==> src/rtl/gcd_pkg.sv <==
// Shared definitions for the GCD datapath and its operand feeder.
package gcd_pkg;

    localparam int unsigned GCD_WIDTH      = 16;
    localparam int unsigned GCD_PAIR_WIDTH = 2 * GCD_WIDTH;

    // Pairing state: waiting for a first word, or holding one and waiting for its partner.
    typedef enum logic [0:0] {
        StIdle   = 1'b0,
        StHaveHi = 1'b1
    } pack_state_e;

    // One operand pair as presented to the GCD input port.
    typedef struct packed {
        logic [GCD_WIDTH-1:0] hi;
        logic [GCD_WIDTH-1:0] lo;
    } gcd_pair_t;

endpackage

==> src/rtl/gcd_operand_packer_if.sv <==
// Word-in / pair-out handshake bundle of the operand packer.
interface gcd_operand_packer_if
    import gcd_pkg::*;
#(
    parameter int unsigned WIDTH = GCD_WIDTH,
    parameter int unsigned DEPTH = 4
);
    localparam int unsigned CntW = $clog2(DEPTH + 1);

    logic               flush;
    logic               in_valid;
    logic [WIDTH-1:0]   in_data;
    logic               in_ready;
    logic               out_valid;
    logic [2*WIDTH-1:0] out_data;
    logic               out_ready;
    logic [CntW-1:0]    count;
    logic               pending;

    // Operand source and GCD consumer, seen from outside the packer.
    modport master (
        output flush, in_valid, in_data, out_ready,
        input  in_ready, out_valid, out_data, count, pending
    );

    // The packer itself.
    modport slave (
        input  flush, in_valid, in_data, out_ready,
        output in_ready, out_valid, out_data, count, pending
    );

endinterface

==> src/rtl/sync_fifo.sv <==
// Single-clock FIFO with occupancy count; storage is not reset, read data is zero when empty.
module sync_fifo #(
    parameter int unsigned WIDTH = 32,
    parameter int unsigned DEPTH = 4
) (
    input  logic                       clk,
    input  logic                       reset,
    input  logic                       flush_i,
    input  logic                       push_i,
    input  logic                       pop_i,
    input  logic [WIDTH-1:0]           wdata_i,
    output logic [WIDTH-1:0]           rdata_o,
    output logic                       full_o,
    output logic                       empty_o,
    output logic [$clog2(DEPTH+1)-1:0] count_o
);
    localparam int unsigned PtrW = $clog2(DEPTH);
    localparam int unsigned CntW = $clog2(DEPTH + 1);

    logic [WIDTH-1:0] mem_q [DEPTH];
    logic [PtrW-1:0]  wr_ptr_q, rd_ptr_q;
    logic [CntW-1:0]  count_q;
    logic             do_push, do_pop;

    assign full_o  = (count_q == CntW'(DEPTH));
    assign empty_o = (count_q == '0);
    assign do_push = push_i & ~full_o & ~flush_i;
    assign do_pop  = pop_i & ~empty_o & ~flush_i;
    assign rdata_o = empty_o ? '0 : mem_q[rd_ptr_q];
    assign count_o = count_q;

    // Storage write; no reset so it maps onto plain RAM.
    always_ff @(posedge clk) begin
        if (do_push) begin
            mem_q[wr_ptr_q] <= wdata_i;
        end
    end

    // Pointers wrap naturally since DEPTH is a power of two.
    always_ff @(posedge clk) begin
        if (reset || flush_i) begin
            wr_ptr_q <= '0;
            rd_ptr_q <= '0;
            count_q  <= '0;
        end else begin
            if (do_push) wr_ptr_q <= wr_ptr_q + 1'b1;
            if (do_pop)  rd_ptr_q <= rd_ptr_q + 1'b1;
            if (do_push && !do_pop) begin
                count_q <= count_q + 1'b1;
            end else if (do_pop && !do_push) begin
                count_q <= count_q - 1'b1;
            end
        end
    end

endmodule

==> src/rtl/gcd_operand_packer.sv <==
// Pairs consecutive operand words into {first, second} and queues the pairs for the GCD.
module gcd_operand_packer
    import gcd_pkg::*;
#(
    parameter int unsigned WIDTH = GCD_WIDTH,
    parameter int unsigned DEPTH = 4
) (
    input logic                clk,
    input logic                reset,
    gcd_operand_packer_if.slave io
);
    pack_state_e      state_q;
    logic [WIDTH-1:0] hi_q;
    logic             in_fire, push;
    logic             fifo_full, fifo_empty;

    // In HAVE_HI the next word completes a pair, so it needs room in the FIFO. Only the
    // registered count is used, keeping out_ready off the in_ready path.
    assign io.in_ready  = ~io.flush & ((state_q == StIdle) | ~fifo_full);
    assign in_fire      = io.in_valid & io.in_ready;
    assign push         = in_fire & (state_q == StHaveHi);
    assign io.out_valid = ~fifo_empty & ~io.flush;
    assign io.pending   = (state_q == StHaveHi);

    // Pairing FSM: first word parks in hi_q, second word pushes the combined pair.
    always_ff @(posedge clk) begin
        if (reset) begin
            state_q <= StIdle;
            hi_q    <= '0;
        end else if (io.flush) begin
            state_q <= StIdle;
        end else if (in_fire) begin
            if (state_q == StIdle) begin
                hi_q    <= io.in_data;
                state_q <= StHaveHi;
            end else begin
                state_q <= StIdle;
            end
        end
    end

    sync_fifo #(
        .WIDTH (2 * WIDTH),
        .DEPTH (DEPTH)
    ) u_fifo (
        .clk     (clk),
        .reset   (reset),
        .flush_i (io.flush),
        .push_i  (push),
        .pop_i   (io.out_valid & io.out_ready),
        .wdata_i ({hi_q, io.in_data}),
        .rdata_o (io.out_data),
        .full_o  (fifo_full),
        .empty_o (fifo_empty),
        .count_o (io.count)
    );

endmodule
==> src/flat_wrapper.sv <==
// flat-port wrapper written by rule: the top's interface ports become plain ports
module gcd_operand_packer_flat import gcd_pkg::*;
#(
    parameter int unsigned WIDTH = GCD_WIDTH,
    parameter int unsigned DEPTH = 4
)
  (clk, reset, io_flush, io_in_valid, io_in_data, io_out_ready, io_in_ready, io_out_valid, io_out_data, io_count, io_pending);
  gcd_operand_packer_if #(.WIDTH(WIDTH), .DEPTH(DEPTH)) io_i ();
  input logic clk;
  input logic reset;
  input wire logic [$bits(io_i.flush)-1:0] io_flush;
  input wire logic [$bits(io_i.in_valid)-1:0] io_in_valid;
  input wire logic [$bits(io_i.in_data)-1:0] io_in_data;
  input wire logic [$bits(io_i.out_ready)-1:0] io_out_ready;
  output wire logic [$bits(io_i.in_ready)-1:0] io_in_ready;
  output wire logic [$bits(io_i.out_valid)-1:0] io_out_valid;
  output wire logic [$bits(io_i.out_data)-1:0] io_out_data;
  output wire logic [$bits(io_i.count)-1:0] io_count;
  output wire logic [$bits(io_i.pending)-1:0] io_pending;
  assign io_i.flush = io_flush;
  assign io_i.in_valid = io_in_valid;
  assign io_i.in_data = io_in_data;
  assign io_i.out_ready = io_out_ready;
  assign io_in_ready = io_i.in_ready;
  assign io_out_valid = io_i.out_valid;
  assign io_out_data = io_i.out_data;
  assign io_count = io_i.count;
  assign io_pending = io_i.pending;
  gcd_operand_packer #(.WIDTH(WIDTH), .DEPTH(DEPTH)) u_core (.clk(clk), .reset(reset), .io(io_i));
endmodule
==> config.mk <==
export PLATFORM = sky130hd
export DESIGN_NAME = gcd_operand_packer_flat
export DESIGN_NICKNAME = d
export VERILOG_FILES = /design/src/rtl/gcd_pkg.sv /design/src/rtl/gcd_operand_packer_if.sv /design/src/rtl/sync_fifo.sv /design/src/rtl/gcd_operand_packer.sv /design/src/flat_wrapper.sv
export SDC_FILE = /design/constraint.sdc
export NUM_CORES = 1
export LEC_CHECK = 0
export CORE_UTILIZATION = 40
export CTS_CLUSTER_DIAMETER = 30
export DETAILED_ROUTE_END_ITERATION = 16
export DONT_BUFFER_PORTS = 1
export PLACE_DENSITY = 0.6
export SYNTH_ARGS = -nofsm -noshare
export SYNTH_HDL_FRONTEND = slang
export SYNTH_HIERARCHICAL = 1
export SYNTH_SLANG_ARGS = --single-unit
==> constraint.sdc <==
create_clock -name clk -period 4.25 [get_ports clk]
set_input_delay 0.425 -clock clk [delete_from_list [all_inputs] [get_ports clk]]
set_output_delay 0.425 -clock clk [all_outputs]
set_load 0.1 [all_outputs]
# Word-level counts from Yosys, hierarchy flattened
# Memory sizes are Yosys's and may differ from the RTL's. A register that Yosys moved wholly into a read port is not among the register bits.
# Index checks and enable logic that the tools add are counted.
# word_totals
ram_bits	128
output_inout_bits	38
regBits	24
mem_count	1
word_cells	42
in_bits	21
# op_classes
eq_ne	1
n_addsub	4
n_reduce_logical	9
mux	8
bitwise_logic	14
# mem_list
memory	words	width	read_ports	rd_ports_with_merged_regs	wr	line	source
u_core.u_fifo.mem_q	4	32	1	1	1	sync_fifo.sv:20	logic [WIDTH-1:0] mem_q [DEPTH];
# ops
op	count
32-bit 2-to-1 mux	1
1-bit bitwise AND	9
3-bit 2-to-1 mux	2
2-bit by 1-bit adder with 2-bit output (second input constant)	2
2-bit 2-to-1 mux	2
1-bit inverter	4
3-bit by 1-bit adder with 3-bit output (second input constant)	1
3-bit == test (second input constant)	1
3-bit zero test	1
1-bit 2-to-1 mux	3
3-bit AND reduction	1
3-bit by 1-bit subtractor with 3-bit output (second input constant)	1
1-bit logical AND	2
1-bit zero test	2
2-bit nonzero test	1
2-bit OR reduction	1
1-bit logical OR	1
1-bit OR	1

# Longest topological paths before layout
# depth
ltp_word	12
mapped_depth	12
mapped_depth_nobuf	11

# Modules after synthesis
# The synthesis kept the hierarchy.
# modules_own_cells
mod	cells_each	instances	seq_area_each_um2	area_each_um2
sync_fifo	255	1	4023.9	5318.9
gcd_operand_packer	78	1	340.3	799.5

# Worst setup path before layout
# Ideal clock, no wire load.
# synth_timing
path_kind	flip-flop to flip-flop
startpoint	register u_core.u_fifo.count_q[1], in the netlist u_core/u_fifo/count_o[1]
endpoint	register u_core.u_fifo.count_q[2], in the netlist u_core/u_fifo/count_o[2]
period_less_slack_ns	4.509
required_time_ns	4.180
arrival_ns	4.439
slack_ns	-0.259
setup_time_ns	0.070
path_stages_with_launch	13
n_path_buf	1
path_cell_list	dfxtp_1 -> nor3_1 -> buf_2 -> nor2_1 -> and2_1 -> o31ai_1 -> or2_2 -> ha_1 -> inv_1 -> fa_1 -> xor2_1 -> or3_1 -> a21oi_1
# synth_between
word_cells_on_any_way	23
classes_between	add/sub (2); eq/ne (1); mux (2); bitwise (12); reduce/logical (6)
# synth_lines
element	line	source
start, declared	sync_fifo.sv:22	logic [CntW-1:0] count_q;
start signal, assigned	sync_fifo.sv:49	count_q <= count_q + 1'b1;
start signal, assigned	sync_fifo.sv:51	count_q <= count_q - 1'b1;
3-bit zero test *	sync_fifo.sv:26	assign empty_o = (count_q == '0);
via u_core.fifo_empty	gcd_operand_packer.sv:15	logic fifo_full, fifo_empty;
1-bit inverter *	gcd_operand_packer.sv:22	assign io.out_valid = ~fifo_empty & ~io.flush;
1-bit bitwise AND *	gcd_operand_packer.sv:22	
via io_out_valid	flat_wrapper.sv:16	output wire logic [$bits(io_i.out_valid)-1:0] io_out_valid;
1-bit bitwise AND *	gcd_operand_packer.sv:50	.pop_i (io.out_valid & io.out_ready),
1-bit bitwise AND * (2 in series)	sync_fifo.sv:28	assign do_pop = pop_i & ~empty_o & ~flush_i;
1-bit zero test	sync_fifo.sv:48	if (do_push && !do_pop) begin
1-bit logical AND	sync_fifo.sv:48	
3-bit 2-to-1 mux or 2-bit nonzero test (tied branches)	--	
# Mark *: on every way through the listed nets, which the timed path passes. The rest lies on a longest branch. The select of a mux whose other input is x is not followed.
# A chain may end at the register's enable or synchronous reset.

# Worst setup path in the final report
# layout_timing
startpoint	register u_core.u_fifo.count_q[0], in the netlist u_core/u_fifo/count_o[0]
endpoint	register u_core.u_fifo.count_q[2], in the netlist u_core/u_fifo/count_o[2]
# layout_between
elab_chain_cells	11
word_cells_on_any_way	23
classes_between	add/sub (2); eq/ne (1); mux (2); bitwise (12); reduce/logical (6)
# layout_rtl
element	line	source
3-bit == test *	sync_fifo.sv:25	assign full_o = (count_q == CntW'(DEPTH));
via u_core.fifo_full	gcd_operand_packer.sv:15	
1-bit inverter *	gcd_operand_packer.sv:19	assign io.in_ready = ~io.flush & ((state_q == StIdle) | ~fifo_full);
1-bit OR *	gcd_operand_packer.sv:19	
1-bit bitwise AND *	gcd_operand_packer.sv:19	
1-bit bitwise AND *	gcd_operand_packer.sv:20	assign in_fire = io.in_valid & io.in_ready;
1-bit bitwise AND *	gcd_operand_packer.sv:21	assign push = in_fire & (state_q == StHaveHi);
via u_core.push	gcd_operand_packer.sv:14	logic in_fire, push;
1-bit bitwise AND * (2 in series)	sync_fifo.sv:27	assign do_push = push_i & ~full_o & ~flush_i;
via u_core.u_fifo.do_push	sync_fifo.sv:23	logic do_push, do_pop;
1-bit zero test	sync_fifo.sv:50	end else if (do_pop && !do_push) begin
1-bit logical AND	sync_fifo.sv:50	
2-bit nonzero test (no line)	--	
# Marked as above.

==> results.py <==
metrics = {
    "pwr": {
        "p_leak_uw": 0.00242,
        "vdd_ir_drop_max_uv": 263,
        "powerDensity_mw_per_mm2": 438,
    },
    "sta": {
        "unrepaired_setup_endpoints_after_global_routing": "false",
        "finalSetupViolations": 0,
        "max_clock_freq_mhz": 300,
        "finalHoldViolCount": 0,
        "clock_skew_ns": 0.00683,
        "final_worst_path_cycle_share_pct": 78.4,
        "layout_min_cycle_time_ns": 3.33,
        "relSlewSlack_pct": 34.0,
        "slew_viol_final": 0,
        "holdWs_ns": 0.0767,
        "totalNegativeSetupSlack_ns": 0,
        "worst-slew-pin-transition_ns": 0.989,
    },
    "finish": {
        "fraction_of_final_layout_cells_sized_beyond_drive_strength_1_pct": 37.9,
        "inserted_diodes": 0,
        "syn_to_final_growth_pct": 18.1,
        "finish.net_count": 405,
    },
    "clock_network": {
        "cts-resized-gates": 0,
        "cts-buffers-inserted": 17,
        "clockRootBuffer": "clkbuf_16",
        "htreeDepth": 4,
        "worst_skew_pair.late_latency_ns": 0.42,
        "cts-root-to-sink-buffers": 2,
        "cts_tree": "built",
        "cts.hold.buffers_added": 0,
        "post_cts.repair.setup_buffers": 0,
        "path_clk_slew_ns": 0.06,
        "clock_sink_count": 154,
    },
    "synthesis": {
        "synth-async-reset-ratio_pct": 0,
        "syn_warnings": 6,
        "syn_avg_cell_area_um2": 18.4,
        "synth.cell_area_mm2": 0.00612,
        "syn_inst": 333,
        "ys_types": 34,
        "ys.flop_type": "edfxtp_1",
        "synth.net_count": 360,
        "synth_sequential_area_ratio_pct": 71.3,
        "yosys_register_bits": 154,
        "synth_edf_count": 128,
    },
    "setup_path": {
        "slowest_delay_ns": 0.43,
        "worst_ep_required_time_ns": 4.60,
        "critical_path.n_buffers_inverters": 3,
        "r2r_slack_ns": 0.92,
        "critPathLaunch": "u_core/u_fifo/count_o[0]$_SDFFE_PP0P_",
        "timing.critical_path.depth": 12,
        "timing.reg2reg.worst_path_depth": 12,
        "path_delay_family": "simple AND/OR/NAND/NOR gates",
        "regToRegEndpoint": "u_core/u_fifo/count_o[2]$_SDFFE_PP0P_",
        "critical-path-slowest-cell": "nor2b_1",
        "critical_path.endpoint_type": "flop",
        "worst-path-max-fanout": 9,
        "critical_path_destination": "u_core/u_fifo/count_o[2]$_SDFFE_PP0P_",
        "crit_path_start_kind": "flop",
        "critPathKind": "flop to flop",
        "r2r_start": "u_core/u_fifo/count_o[0]$_SDFFE_PP0P_",
        "crit_chain": "buf_4, or3b_1, inv_1, nor4bb_1, nor2b_1, and2_4, ha_1, inv_1, fa_1, xor2_1, or3_1, a21oi_1",
        "cp_common_cell": "inv_1",
        "worstPathArrival_ns": 3.68,
    },
    "grt": {
        "number_of_antenna_violations_at_the_first_check_in_global_routing": 0,
        "global_route_wire_length_before_repair_um": 17700,
        "grt_pass1_vias": 3229,
        "globalRouteTotalUtil_pct": 15.3,
        "grt-ovfl-total": 0,
        "grt_max_degree": 36,
    },
    "worst_hold_path": {
        "hold_path.class": "input pin to flop",
        "worstHoldPathCells": 1,
        "startpoint_of_the_worst_hold_path": "io_flush",
    },
    "place": {
        "gpl.final_weighted_congestion": 0.674,
        "final_hpwl_from_detailed_placement_um": 6400,
        "io_buffers": 0,
    },
    "floorplanning": {
        "fp.dieW_um": 126,
        "initial_utilization_pct": 41.5,
        "fp.dieH_um": 126,
        "placeableCoreArea_mm2": 0.0148,
        "floorplan.io_pins": 59,
        "die_area_mm2": 0.0158,
        "fp-row-count": 44,
    },
    "job": {
        "maxCapViolations": 0,
    },
    "drt": {
        "antenna_violating_nets_post_route": 0,
        "route.detailed.drc": 5,
        "detailedRoute.firstIterationViolations": 220,
        "vias_per_cell": 5.16,
        "num_vias": 2967,
        "drt-total-wl_um": 11200,
        "drt-wirelength-per-cell_um": 19.4,
        "dr.pass1.iters": 10,
    },
    "status": {
        "run_status": "complete, but fails checks",
        "violations": "design-rule violations",
    },
}
-- cell usage after synthesis (2+ instances only) --
cell	instances	area, µm²
nand2b_1	32	200
o21ai_0	2	10.0
a21oi_1	4	20.0
or3_1	2	12.5
buf_6	4	45.0
ha_1	5	62.6
edfxtp_1	128	3840
buf_2	6	30.0
mux4_2	32	721
or2_2	2	12.5
nor2b_1	33	206
mux2i_1	17	170
xor2_1	3	26.3
nor2_1	7	26.3
clkbuf_1	6	22.5
inv_1	4	15.0
and3_1	4	25.0
dfxtp_1	26	521
-- metrics by stage --
| stage | cell area (µm²) | utilization [%] | instances | total power [µW] | setup WS (ns) |
|---|---|---|---|---|---|
| after CTS | 7230 | 49.0 | 575 | 3200 | 0.894 |
| after global routing | 7230 | 49.0 | 575 | 3260 | 0.721 |
| final | 7230 | 49.0 | 575 | 3170 | 0.918 |
| after detailed placement | 6660 | 45.1 | 543 | 1760 | 0.915 |
| after floorplan | 6120 | - | 333 | 1750 | 0.249 |
| after global placement | 6660 | 45.1 | 543 | 1760 | 1.13 |
-- final cells by class --
cell class                 count  area [µm²]
fill                        1237        7530
tap                          184         230
sequential                   154        4370
clock buffer                  19         443
timing repair buffer          43         323
clock inverter                13         126
inverter                       4        15.0
multi-input combinational    158        1720
-- cell usage in the layout (no fill, tap or decap), types with 2 or more instances in the layout --
master	netlist	layout
edfxtp_1	128	128
buf_4	0	43
nand2b_1	32	32
mux4_2	32	32
nor2b_2	0	32
dfxtp_1	26	25
clkbuf_16	0	17
mux2i_1	17	17
nor2_1	7	6
ha_1	5	5
inv_1	4	4
and3_2	0	4
clkinv_1	0	3
clkinvlp_4	0	3
clkinv_2	0	3
xor2_1	3	3
a21oi_1	4	3
bufinv_16	0	2
or2_2	2	2
o21ai_0	2	2
or3_1	2	2
-- worst min-delay path by stage --
stage                                                         to  slack (ns)
after CTS                         u_core/io.pending$_SDFFE_PP0N_        0.06
after detailed placement                                    flop        0.49
after floorplan                                             flop        0.46
after global placement    u_core/u_fifo/rd_ptr_q[1]$_SDFFE_PP0P_        0.47
after global routing              u_core/io.pending$_SDFFE_PP0N_        0.07
final                             u_core/io.pending$_SDFFE_PP0N_        0.08
-- sequential cells by signal, indices dropped and copies added, names as in the netlist, named ones only --
| name | flops |
|---|---|
| u_core/hi_q | 16 |
| u_core/io.pending | 1 |
| u_core/u_fifo/count_o | 3 |
| u_core/u_fifo/mem_q | 128 |
| u_core/u_fifo/rd_ptr_q | 2 |
| u_core/u_fifo/wr_ptr_q | 2 |
-- layer usage --
layer / share of wire (%) / global-route usage [%]
met2: 50 / 24.7
met3: 4.7 / 5.31
met4: 0.82 / 5.38
met5: 0 / 0
met1: 45 / 19.1
-- where the power goes --
part / internal, µW / switching, µW / total (µW)
Sequential: 1640 / 13.8 / 1660
Clock: 871 / 564 / 1440
Combinational: 26.5 / 47.1 / 73.5
Total: 2540 / 625 / 3170
-- logic make-up (layout without fill, tap and decap cells) --
logic type | Yosys count | after routing | synth area share, %
AO/OA/AOI/OAI | 9 | 9 | 0.941
XOR/XNOR | 3 | 3 | 0.430
adder cells (fa/ha/maj) | 6 | 6 | 1.35
buffers and inverters | 21 | 79 | 2.17
flip-flops | 154 | 154 | 71.3
multiplexers | 49 | 49 | 14.6
AND/OR/NAND/NOR | 91 | 91 | 9.22
No activity file was read; power rests on OpenSTA's default activity.
